`src/rtl/s1_fetch_pkg.sv`:
```
// Shared constants, state encoding and region decode
// for the stage-1 fetch unit.
package s1_fetch_pkg;

   localparam logic [31:0] RESET_PC_DEF = 32'h4000_0000;
   localparam logic [31:0] NOP_DEF      = 32'h0000_0013;

   typedef enum logic [1:0] {
      ST_BOOT     = 2'd0,
      ST_RUN      = 2'd1,
      ST_REDIRECT = 2'd2
   } state_e;

   typedef enum logic [1:0] {
      SRC_NONE = 2'd0,
      SRC_BIOS = 2'd1,
      SRC_IMEM = 2'd2
   } src_e;

   // BIOS wins on pc[30]; IMEM lives at pc[31:28]=0001.
   function automatic src_e pc_region(logic [3:0] top);
      if (top[2])
         return SRC_BIOS;
      else if (top == 4'b0001)
         return SRC_IMEM;
      else
         return SRC_NONE;
   endfunction

endpackage

```
`src/rtl/s1_fetch_perf_counters.sv`:
```
// Cycle and retired-instruction counters with
// synchronous clear taking priority over increment.
import s1_fetch_pkg::*;

module s1_fetch_perf_counters (
   input  logic        clk,
   input  logic        rst,
   input  logic        counter_rst_i,
   input  logic        instr_inc_i,
   output logic [31:0] cycle_cnt_o,
   output logic [31:0] instr_cnt_o
);

   logic [31:0] cycle_q, cycle_d;
   logic [31:0] instr_q, instr_d;

   // Next-count: clear beats increment, both wrap.
   always_comb begin
      cycle_d = cycle_q + 32'd1;
      instr_d = instr_q;
      if (instr_inc_i)
         instr_d = instr_q + 32'd1;
      if (counter_rst_i) begin
         cycle_d = '0;
         instr_d = '0;
      end
   end

   // Counter registers.
   always_ff @(posedge clk or posedge rst) begin
      if (rst) begin
         cycle_q <= '0;
         instr_q <= '0;
      end else begin
         cycle_q <= cycle_d;
         instr_q <= instr_d;
      end
   end

   assign cycle_cnt_o = cycle_q;
   assign instr_cnt_o = instr_q;

endmodule

```
`src/rtl/s1_fetch.sv`:
```
// Stage-1 fetch: PC, memory address generation,
// registered redirect and the stage-2 instruction slot.
import s1_fetch_pkg::*;

module s1_fetch #(
   parameter logic [31:0] RESET_PC = RESET_PC_DEF,
   parameter logic [31:0] NOP      = NOP_DEF
) (
   input  logic        clk,
   input  logic        rst,
   input  logic        stall,
   input  logic        redirect,
   input  logic [31:0] redirect_target,
   input  logic [31:0] bios_dout,
   input  logic [31:0] imem_dout,
   input  logic        counter_rst,
   output logic [31:0] fetch_addr,
   output logic [11:0] bios_addra,
   output logic [13:0] imem_addrb,
   output logic [31:0] instruction_s2,
   output logic [31:0] pc_s2,
   output logic        valid_s2,
   output logic [31:0] cycle_cnt,
   output logic [31:0] instr_cnt
);

   state_e      state_q, state_d;
   logic [31:0] pc_q, pc_d;
   logic [31:0] target_q, target_d;
   logic [31:0] addr;
   logic [31:0] instr;
   logic        vld;
   src_e        src;

   assign src = pc_region(pc_q[31:28]);

   // Fetch FSM next-state, address and slot contents.
   always_comb begin
      state_d  = state_q;
      pc_d     = pc_q;
      target_d = target_q;
      addr     = RESET_PC;
      instr    = NOP;
      vld      = 1'b0;
      unique case (state_q)
         ST_BOOT: begin
            state_d = ST_RUN;
         end
         ST_RUN: begin
            addr = stall ? pc_q : pc_q + 32'd4;
            pc_d = addr;
            unique case (src)
               SRC_BIOS: begin
                  instr = bios_dout;
                  vld   = 1'b1;
               end
               SRC_IMEM: begin
                  instr = imem_dout;
                  vld   = 1'b1;
               end
               default: begin
                  instr = NOP;
                  vld   = 1'b0;
               end
            endcase
            if (redirect && !stall) begin
               target_d = redirect_target & ~32'd3;
               state_d  = ST_REDIRECT;
            end
         end
         ST_REDIRECT: begin
            addr = target_q;
            if (!stall) begin
               pc_d    = target_q;
               state_d = ST_RUN;
            end
         end
         default: begin
            state_d = ST_BOOT;
         end
      endcase
   end

   // Fetch state registers.
   always_ff @(posedge clk or posedge rst) begin
      if (rst) begin
         state_q  <= ST_BOOT;
         pc_q     <= RESET_PC;
         target_q <= '0;
      end else begin
         state_q  <= state_d;
         pc_q     <= pc_d;
         target_q <= target_d;
      end
   end

   assign fetch_addr     = addr;
   assign bios_addra     = addr[13:2];
   assign imem_addrb     = addr[15:2];
   assign instruction_s2 = instr;
   assign pc_s2          = pc_q;
   assign valid_s2       = vld;

   s1_fetch_perf_counters u_perf (
      .clk           (clk),
      .rst           (rst),
      .counter_rst_i (counter_rst),
      .instr_inc_i   (vld & ~stall),
      .cycle_cnt_o   (cycle_cnt),
      .instr_cnt_o   (instr_cnt)
   );

endmodule

```
`config.mk`:
```
export PLATFORM = sky130hd
export DESIGN_NAME = s1_fetch
export DESIGN_NICKNAME = d
export VERILOG_FILES = /design/src/rtl/s1_fetch_pkg.sv /design/src/rtl/s1_fetch_perf_counters.sv /design/src/rtl/s1_fetch.sv
export SDC_FILE = /design/constraint.sdc
export NUM_CORES = 1
export LEC_CHECK = 0
export BUFFER_PORTS_ARGS = -buffer_cell sky130_fd_sc_hd__buf_2
export CAP_MARGIN = 10
export CORE_ASPECT_RATIO = 1.5
export CORE_MARGIN = 2
export CORE_UTILIZATION = 45
export CTS_BUF_LIST = sky130_fd_sc_hd__clkbuf_8
export DETAILED_ROUTE_END_ITERATION = 12
export PLACE_DENSITY = 0.77
export SYNTH_ARGS = -nofsm -noshare
export SYNTH_HDL_FRONTEND = slang
export SYNTH_SLANG_ARGS = --single-unit
export TNS_END_PERCENT = 20
```
`constraint.sdc`:
```
create_clock -name clk -period 3.5 [get_ports clk]
set_clock_uncertainty 0.2 [all_clocks]
set_input_delay 0.35 -clock clk [delete_from_list [all_inputs] [get_ports clk]]
set_output_delay 0.35 -clock clk [all_outputs]
set_load 0.01 [all_outputs]
```
---- Word-level counts from Yosys, hierarchy flattened ----
Index checks and enable logic that the tools add are counted.
W data, S select, Z words.
word-level totals
  flip-flop bits (word level) ............. 128
  bits of input ports ..................... 101
  output and inout bits ................... 187
  word-level logic and storage cells ...... 42
operators by class
  $add $sub $neg .......................... 3
  equality and inequality tests ........... 7
  mux-type cells .......................... 16
  bitwise operators ....................... 2
  reductions and logical operators ........ 9
operators by type and width
  cell                     number
  $mux W32                 6
  $pmux W32 S2             3
  $add A32 B1 Y32 const B  2
  $add A32 B3 Y32 const B  1
  $mux W2                  4
  $pmux W2 S3              1
  $reduce_and A2 Y1        3
  $eq A2 B1 Y1 const B     2
  $eq A2 B2 Y1 const B     2
  $eq A4 B1 Y1 const B     1
  $ne A2 B2 Y1 const B     2
  $reduce_bool A2 Y1       2
  $logic_not A2 Y1         1
  $mux W1                  2
  $reduce_or A2 Y1         1
  $and A1 B1 Y1            1
  $logic_and A1 B1 Y1      1
  $logic_not A1 Y1         1
  $not A1 Y1               1

---- Depth between registers and ports, before layout ----
Gate-level depths: netlist of run 1.
  depth in word-level cells ............... 10
  mapped depth ............................ 9
  gate-level depth less buffers ........... 7

---- Modules after synthesis ----
A second synthesis of run 1 with hierarchy kept.
unflattened totals
  cell total of the unflattened synthesis .. 869
  area total of the unflattened synthesis .. 7,734.9 µm²
modules (own cells, without submodules)
  module                  times used  cells an instance  area each (µm²)  seq. area each (µm²)
  s1_fetch                1           550                4,601.9          1,552.7
  s1_fetch_perf_counters  1           319                3,133.0          1,601.5

---- Worst setup path before layout of run 1 ----
OpenSTA, ideal clock, no wires.
  kind .................................... reg2out
  from .................................... reg pc_q[4] (netlist: pc_s2[4])
  to ...................................... out fetch_addr[13]
  arrival ................................. 2.110 ns
  required time ........................... 2.950 ns
  setup slack ............................. 0.840 ns
  stages on the path, launching flop included .. 8
  path through ............................ dfrtp_1 buf_2 nand4b_1 nor3_1 nand3_1 xnor2_1 o21ai_0 buf_4
between the ends
  longest elaborated chain between the ends .. 3
RTL lines
  item                      line            source
  start: declaration        s1_fetch.sv:28  logic [31:0] pc_q, pc_d;
  start signal: assignment  s1_fetch.sv:92  pc_q <= pc_d;
  $add A32 B3 Y32           s1_fetch.sv:50  addr = stall ? pc_q : pc_q + 32'd4;
  $mux W32                  s1_fetch.sv:50
  $pmux W32 S2              s1_fetch.sv:45  unique case (state_q)
  end: declaration          s1_fetch.sv:17  output logic [31:0] fetch_addr,
Every way passes these cells.

---- Worst setup path in the final report of run 1 ----
  from .................................... reg pc_q[7] (netlist: pc_s2[7])
  to ...................................... out fetch_addr[26]
The elaborated chain is that of the path after synthesis.

==> results.yml, run 1 <==
worst_setup_path:
  cp_data_arrival_time_ns: 2.62
  critPathLaunch: "pc_s2[7]"
  path_cells: "nand4_4, nor4_4, buf_4, nand3_1, xor2_1, o21ai_0, buf_2"
  endpoint_kind: "primary output"
  critPathKind: "reg -> out"
  endpoint: "fetch_addr[26]"
  worstPathRequired_ns: 2.95
  r2r-end: "pc_s2[5]"
  worstReg2RegStart: "state_q[0]"
  r2r_slack_ns: 0.92
  cp_max_fo: 11
  startpoint_type: "flop"
  cpPeakStageDelay_ns: 0.61
  slowest_stage: "dfrtp_1"
  reg2regPathDepth: 8
final_layout:
  nFillCells: 1547
  final_core_util: 0.575
  diodes: 0
  fin_nets: 1261
  drive_gt1_frac: 0.327
  area_delta_synth_final_pct: 25.5
floorplan:
  ios: 288
  rows: 59
  dieHeight_um: 167
  die_x_um: 112
  dieArea_mm2: 0.0188
  start_util: 0.458
  core_area_mm2: 0.0173
timing:
  post-route-min-period_ns: 3.17
  fin_crit_sh: 0.906
  setup_tns_ns: 0
  setup_violations: 0
  drv_slew: 0
  fmax_mhz: 315
  rsz0062_at_grt: "false"
  finalHoldViolations: 0
  slew-limit-headroom: 0.408
  worst_pin_slew_ns: 0.886
power_and_ir_drop:
  ir_drop_mv: 0.529
  p_clk_frac: 0.187
  sw_frac_of_total: 0.429
  p_per_area_mw_per_mm2: 630
  internal-power_mw: 3.59
  combPwrFrac: 0.435
  seqPwrFrac: 0.378
  p_leak_nw: 4.59
  switchingPower_mw: 2.70
synth:
  ys_seq_elements: 126
  synth_top_area_cell: "dfrtp_1"
  synth_area_per_cell_um2: 8.92
  async_flop_share: 1.00
  syn_inst: 891
  yosys-top-cells-area: "dfrtp_1 (39%), xnor2_1 (6.0%), xor2_1 (5.3%), mux2_2 (5.1%), nor2_1 (4.9%)"
  synth_top_area_share: 0.394
  ys_types: 63
  yosys-top-cells-count: "dfrtp_1 (125), nor2_1 (103), nand2_1 (78)"
  syn_area_mm2: 0.00795
  ys.flop_type: "dfrtp_1"
  synth_edf_count: 0
  synth_seq_area_share: 0.397
  synth.most_common_cell: "dfrtp_1"
  ys_warn_count: 0
global_route:
  grt.total_usage: 0.247
  grt_start_max_net_pins: 65
  grt_overflow: 0
  grt_pass1_vias: 7247
  antenna_found_initial: 0
  grt_pass1_wl_um: 37600
cts:
  ctsResizeCount: 0
  tritoncts: "built"
  clock_latency_ns: 0.46
  htree_levels: 4
  clk_path_buf_depth: 2
  path_clk_slew_ns: 0.07
  ctsHoldBuffers: 31
  cts_num_sinks: 126
  cts-root-buf: "clkbuf_8"
  post_cts_buffers: 0
  cts_buffers: 17
detailed_routing:
  wl_per_cell_um: 17.0
  dr_total_vias: 7623
  ant_nets: 0
  viasPerCell: 5.53
  dr.pass1.iters: 5
  drtIter0Drc: 478
  drc_errors: 0
  wirelength_um: 23400
min_path:
  holdPathStages: 2
  hp-class: "in -> reg"
placement:
  dp_hpwl_um: 16700
  port_buffers: 281
  gp_congestion: 0.954
job:
  max_cap_violations: 0
outcome:
  status: "completed"
## registers in the layout, summed over array words and instances (netlist names)
name and flops:
state_q 2, u_perf.instr_cnt_o 32, u_perf.cycle_cnt_o 32, target_q 30, pc_s2 30
## critical path, delay by kind of cell (launching register included)
family          cells  cell delay, ns
xor+xnor            1            0.15
compound gates      1            0.23
simple gates        3            0.74
flops               1            0.61
buf+inv             2            0.43
## through the flow
stage	instances	hold slack, ns	power, mW	setup WS (ns)	cell area (um2)
floorplan	894	0.279	4.21	0.840	7960
global placement	1316	0.213	5.00	0.854	9310
detailed placement	1316	0.221	5.08	0.866	9310
CTS	1378	0.00366	6.29	0.344	9970
global route	1378	0.0195	6.68	0.131	9970
finish	1378	0.00952	6.28	0.327	9970
## per-layer routing
metal  part of all wire  GRT usage
met1               0.39      0.300
met5                  0          0
met2               0.52      0.433
met4              0.028     0.0854
met3              0.062     0.0484
## worst min-delay path by stage
stage / end / slack (ns) / start
2_1_floorplan: target_q[5] / 0.28 / target_q[5]
3_3_place_gp: target_q[6] / 0.21 / rst
3_5_place_dp: target_q[6] / 0.22 / rst
4_1_cts: u_perf.instr_cnt_o[20] / 0.004 / counter_rst
5_1_grt: u_perf.instr_cnt_o[18] / 0.02 / counter_rst
6_report: u_perf.instr_cnt_o[20] / 0.01 / counter_rst
## power by group through the flow
| stage | clock network, mW | logic, mW | registers (mW) |
|---|---|---|---|
| global placement | 0 | 2.64 | 2.36 |
| detailed placement | 0 | 2.69 | 2.39 |
| CTS | 1.19 | 2.73 | 2.36 |
| finish | 1.18 | 2.73 | 2.38 |
| floorplan | 0 | 2.01 | 2.20 |
| global route | 1.26 | 2.99 | 2.44 |
## cell type report
type / instances / area [um2] / area share
clock buffers: 20 / 275 / 0.0276
repair buffers: 330 / 1860 / 0.187
flip-flops and latches: 126 / 3150 / 0.316
well taps: 213 / 267 / 0.0267
multi-input cells: 661 / 4260 / 0.428
clock inverters: 11 / 77.6 / 0.00778
inverters: 17 / 67.6 / 0.00678
## cell families after synthesis
| family | share of synthesized area |
|---|---|
| XOR/XNOR | 0.112 |
| flip-flops | 0.397 |
| AO/OA/AOI/OAI | 0.120 |
| buffers and inverters | 0.0682 |
| adder cells (fa/ha/maj) | 0.0110 |
| multiplexers | 0.0575 |
| AND/OR/NAND/NOR | 0.233 |
| other | 0.000472 |
## cells in the final DEF, fill, tap and decap left out, types with 20 or more instances in the layout
cell type and instances:
a21oi_1 33, buf_2 281, a22oi_1 36, mux2_2 36, nor3_1 21, clkbuf_8 20
nand4_1 27, nand2_1 78, dlygate4sd3_1 31, nor2b_1 20, nor2_1 102, dfrtp_1 125
xor2_1 48, nand3_1 40, o21ai_0 41, xnor2_1 54
Note: power is estimated with default switching activity, not from simulation.
==> inputs of run 2 (changes only) <==
- RECOVER_POWER: default -> 50
==> results.yml, run 2 (same netlist as run 1, synthesis figures left out) <==
global_route:
  grt_start_max_net_pins: 65
  grt_overflow: 0
  grt.total_usage: 0.247
  grt_pass1_vias: 7247
  grt_pass1_wl_um: 37600
  antenna_found_initial: 0
job:
  max_cap_violations: 2
min_path:
  min_to: "u_perf.instr_cnt_o[20]"
  holdPathStages: 2
  hp-class: "in -> reg"
  min_from: "counter_rst"
cts:
  tritoncts: "built"
  cts_buffers: 17
  path_clk_slew_ns: 0.07
  cts-root-buf: "clkbuf_8"
  clk_path_buf_depth: 2
  htree_levels: 4
  clock_latency_ns: 0.46
  cts_num_sinks: 126
  post_cts_buffers: 0
floorplan:
  dieHeight_um: 167
  core_area_mm2: 0.0173
  rows: 59
  start_util: 0.458
  ios: 288
  die_x_um: 112
  dieArea_mm2: 0.0188
detailed_routing:
  viasPerCell: 5.55
  dr.pass1.iters: 4
  wirelength_um: 23400
  drtIter0Drc: 511
  wl_per_cell_um: 17.0
  ant_nets: 0
  drc_errors: 0
  dr_total_vias: 7645
timing:
  setup_violations: 0
  setup_tns_ns: 0
  finalHoldViolations: 0
  rsz0062_at_grt: "false"
  fin_crit_sh: 0.911
  drv_slew: 128
  worst_pin_slew_ns: 2.66
  fmax_mhz: 314
  slew-limit-headroom: -0.772
  post-route-min-period_ns: 3.19
placement:
  dp_hpwl_um: 16700
  port_buffers: 281
  gp_congestion: 0.954
power_and_ir_drop:
  finalPower_mw: 6.24
  p_clk_frac: 0.188
  switchingPower_mw: 2.70
  ir_drop_mv: 0.520
  p_leak_nw: 4.21
  p_per_area_mw_per_mm2: 635
  sw_frac_of_total: 0.432
  seqPwrFrac: 0.381
  internal-power_mw: 3.54
  combPwrFrac: 0.430
worst_setup_path:
  startpoint_type: "flop"
  cp_max_fo: 11
  worstReg2RegStart: "state_q[0]"
  path_cells: "nand4_4, nor4_4, buf_4, nand3_1, xor2_1, o21ai_0, buf_2"
  cp_data_arrival_time_ns: 2.64
  r2r_slack_ns: 0.93
  cpPeakStageDelay_ns: 0.61
  reg2regPathDepth: 8
  critPathKind: "reg -> out"
  path_buf_inv: 2
  slowest_stage: "dfrtp_1"
  cp_top_family: "simple AND/OR/NAND/NOR gates"
  endpoint_kind: "primary output"
  r2r-end: "pc_s2[5]"
  worstPathRequired_ns: 2.95
final_layout:
  diodes: 0
  fin_nets: 1261
  area_delta_synth_final_pct: 23.7
  drive_gt1_frac: 0.245
  mostFrequentLayoutCells: "buf_2 (187), dfrtp_1 (125), nor2_1 (102)"
  final_common_cell: "buf_2"
outcome:
  status: "finished with violations"
  violations: "capacitance limit, slew limit"
==> run 2: per-stage QoR <==
step | util | area, um2 | hold slack, ns | instances | worst slack, ns
finish | 0.566 | 9830 | 0.121 | 1378 | 0.311
global route | 0.566 | 9830 | 0.143 | 1378 | 0.106
CTS | 0.575 | 9970 | 0.00366 | 1378 | 0.344
detailed placement | 0.536 | 9310 | 0.221 | 1316 | 0.866
global placement | 0.536 | 9310 | 0.213 | 1316 | 0.854
floorplan | - | 7960 | 0.279 | 894 | 0.840
==> run 2: worst max path at each step <==
stage | end | start | depth (start not counted) | slack, ns
after floorplan | fetch_addr[13] | pc_s2[4] | 7 | 0.84
after global placement | fetch_addr[24] | pc_s2[7] | 7 | 0.85
after detailed placement | fetch_addr[26] | pc_s2[7] | 7 | 0.87
after CTS | fetch_addr[26] | pc_s2[7] | 7 | 0.34
after global routing | u_perf.cycle_cnt_o[26] | rst | 4 | 0.11
final | fetch_addr[26] | pc_s2[7] | 7 | 0.31
==> run 2: per-layer routing <==
layer  up-vias  part of all wire  track usage  routed length, um
met5         -                 0            0                  0
met4         0             0.026       0.0854                607
met2       298              0.52        0.433              12200
li1       3606                 -            -                  -
met1      3699              0.40        0.300               9260
met3        42             0.059       0.0484               1370
==> run 2: cell type report <==
class / instances / area, um2
timing repair buffer: 330 / 1730
inverter: 17 / 65.1
tap: 213 / 267
clock buffer: 20 / 275
fill: 1599 / 7520
sequential: 126 / 3150
clock inverter: 11 / 77.6
multi-input combinational: 661 / 4260
==> run 2: power by group through the flow <==
stage	clock [mW]	combinational [mW]	sequential, mW
global route	1.26	2.94	2.44
detailed placement	0	2.69	2.39
CTS	1.19	2.73	2.36
finish	1.17	2.69	2.38
global placement	0	2.64	2.36
floorplan	0	2.01	2.20
==> run 2: timing repair <==
item	in CTS	in global routing
gates resized for setup	0	0
endpoints found under the hold margin	50	0
hold buffers	31	0
==> run 2: worst reg2reg max path, cell delays in order, from the launching register on <==
cell     delay, ns
dfrtp_1       0.41
inv_1         0.08
ha_1          0.22
buf_4         0.21
inv_1         0.31
nand2_1       0.20
nand2_1       0.39
o21ai_0       0.19
a22o_1        0.26
==> inputs of run 3 (changes only) <==
- ABC_AREA: default -> 1
- PLACE_DENSITY: 0.77 -> 0.76
==> results.yml, run 3 <==
timing:
  drv_slew: 37
  rsz0062_at_grt: "false"
  slew-limit-headroom: -0.104
  finalHoldViolations: 0
  fmax_mhz: 324
  setup_ws_ns: 0.411
  fin_crit_sh: 0.883
  post-route-min-period_ns: 3.09
  setup_tns_ns: 0
  worst_pin_slew_ns: 1.66
  setup_violations: 0
global_route:
  antenna_found_initial: 0
  grt.total_usage: 0.258
  grt_pass1_wl_um: 40700
  grt_overflow: 0
  grt_start_max_net_pins: 65
  grt_pass1_vias: 8532
synth:
  synth-adder-area-share: 0.0103
  synth_xor_area_frac: 0.0331
  synth_top_area_share: 0.369
  ys.flop_type: "dfrtp_1"
  synth_edf_count: 0
  async_flop_share: 1.00
  synth_compound_area_frac: 0.0975
  ys_types: 35
  yosys-top-cells-area: "dfrtp_1 (37%), nand2_1 (15%), nor2_1 (6.8%), a21oi_1 (6.5%), nand3_1 (6.4%)"
  synth_top_area_cell: "dfrtp_1"
  synth_simple_gate_area_frac: 0.346
  synth_top_family_by_area: "simple AND/OR/NAND/NOR gates"
  ys_seq_elements: 126
  syn_area_mm2: 0.00847
  synth.most_common_cell: "nand2_1"
  synth_area_per_cell_um2: 6.92
  synth_seq_area_share: 0.373
  syn_inst: 1224
  yosys-top-cells-count: "nand2_1 (333), nor2_1 (154), dfrtp_1 (125)"
  muxShareOfSynthArea: 0.0399
  ys_warn_count: 0
cts:
  cts_num_sinks: 126
  path_clk_slew_ns: 0.07
  ctsResizeCount: 0
  clk_path_buf_depth: 2
  htree_levels: 4
  tritoncts: "built"
  clock_latency_ns: 0.46
  cts_buffers: 17
  cts-root-buf: "clkbuf_8"
power_and_ir_drop:
  p_per_area_mw_per_mm2: 692
  ir_drop_mv: 0.467
  p_leak_nw: 4.87
  finalPower_mw: 7.24
placement:
  dp_hpwl_um: 19500
  place_ws_ns: 0.877
  gp_congestion: 0.947
  dp_cells: 1694
  port_buffers: 281
worst_setup_path:
  critPathKind: "reg -> out"
  startpoint_type: "flop"
  cp_max_fo: 21
  worstReg2RegStart: "state_q[1]"
  reg2regPathDepth: 8
  r2r-end: "pc_s2[19]"
  cp_data_arrival_time_ns: 2.54
  worstPathRequired_ns: 2.95
  endpoint_kind: "primary output"
  r2r_slack_ns: 0.85
outcome:
  violations: "capacitance limit, slew limit"
  status: "finished with violations"
detailed_routing:
  wl_per_cell_um: 15.1
  wirelength_um: 26500
  dr.pass1.iters: 7
  ant_nets: 0
  drc_errors: 0
  dr_total_vias: 9259
  drtIter0Drc: 487
  viasPerCell: 5.27
final_layout:
  drive_gt1_frac: 0.189
  layout.area.seq_mm2: 0.00315
  nFillCells: 1844
  diodes: 0
  mostFrequentLayoutCells: "nand2_1 (333), buf_2 (186), nor2_1 (154)"
  final_core_util: 0.566
  multi_input_area_mm2: 0.00448
  fin_nets: 1600
  final_common_cell: "nand2_1"
  area_delta_synth_final_pct: 23.5
  fin_cells: 1757
floorplan:
  core_area_mm2: 0.0185
  die_x_um: 116
  dieArea_mm2: 0.0200
  dieHeight_um: 172
  ios: 288
  rows: 61
  start_util: 0.458
job:
  max_cap_violations: 1
min_path:
  min_from: "redirect"
  holdPathStages: 4
  hp-class: "in -> reg"
  min_to: "state_q[0]"
[run 3: cell count changes in the layout (fill, tap and decap cells not counted), sizes merged, moves of 20 or more]
cell | before | now
nor2 | 104 | 165
nand2 | 79 | 336
xnor2 | 54 | 11
a22oi | 36 | 2
inv | 19 | 110
xor2 | 48 | 21
nand3 | 42 | 112
a21oi | 33 | 110
nor2b | 20 | 0
[run 3: worst max path at each step]
| stage | startpoint | endpoint | slack [ns] | cells past startpoint |
|---|---|---|---|---|
| finish | state_q[1] | bios_addra[10] | 0.41 | 6 |
| floorplan | pc_s2[3] | fetch_addr[12] | 1.26 | 8 |
| detailed placement | state_q[1] | target_q[5] | 0.88 | 6 |
| global placement | pc_s2[29] | u_perf.instr_cnt_o[22] | 0.91 | 8 |
| global route | pc_s2[10] | bios_addra[11] | 0.22 | 9 |
| CTS | state_q[1] | bios_addra[10] | 0.40 | 6 |
[run 3: logic make-up (layout without fill, tap and decap cells)]
logic type / count (synthesis) / count (layout)
and+or+nand+nor: 683 / 683
adders and majority gates: 7 / 7
xor gates and xnor gates: 32 / 32
DFF: 126 / 126
AOI/OAI and AO/OA: 158 / 158
muxes: 30 / 30
other: 1 / 4
buffers and inverters: 187 / 465
[run 3: through the flow]
stage / hold WS [ns] / cell area (um2)
finish: 0.0599 / 10500
global route: 0.0573 / 10500
CTS: 0.0260 / 10600
detailed placement: 0.236 / 9880
global placement: 0.240 / 9880
floorplan: 0.279 / 8480
[run 3: layer usage]
metal | share of wire | wire (um) | global-route usage | vias up
met5 | 0 | 0 | 0 | -
met4 | 0.042 | 1100 | 0.134 | 0
met3 | 0.053 | 1400 | 0.0375 | 85
met2 | 0.52 | 13700 | 0.458 | 374
met1 | 0.39 | 10300 | 0.297 | 4317
li1 | - | - | - | 4483
[run 3: timing repair]
item | 4_1_cts | 5_1_grt
hold buffers | 31 | 0
setup buffers | 0 | 0
endpoints found under the hold margin | 53 | 0
[run 3: cell type report]
cell class                 count  share of cell area
clock inverter                15              0.0150
sequential                   126               0.302
tap                          252              0.0302
inverter                     107              0.0385
timing repair buffer         326               0.163
multi-input combinational    914               0.429
clock buffer                  17              0.0224
[run 3: power by group]
group	switching [mW]	leakage, nW	internal, mW
logic	2.33	3.07	1.35
registers	0.440	1.60	1.84
clock network	0.589	0.207	0.689
[run 3: critical path, cell delays in order, from the launching register on]
cell and delay (ns):
dfrtp_1 0.40, inv_1 0.11, ha_1 0.60, buf_4 0.39
nand3_1 0.11, a21oi_1 0.28, buf_2 0.20
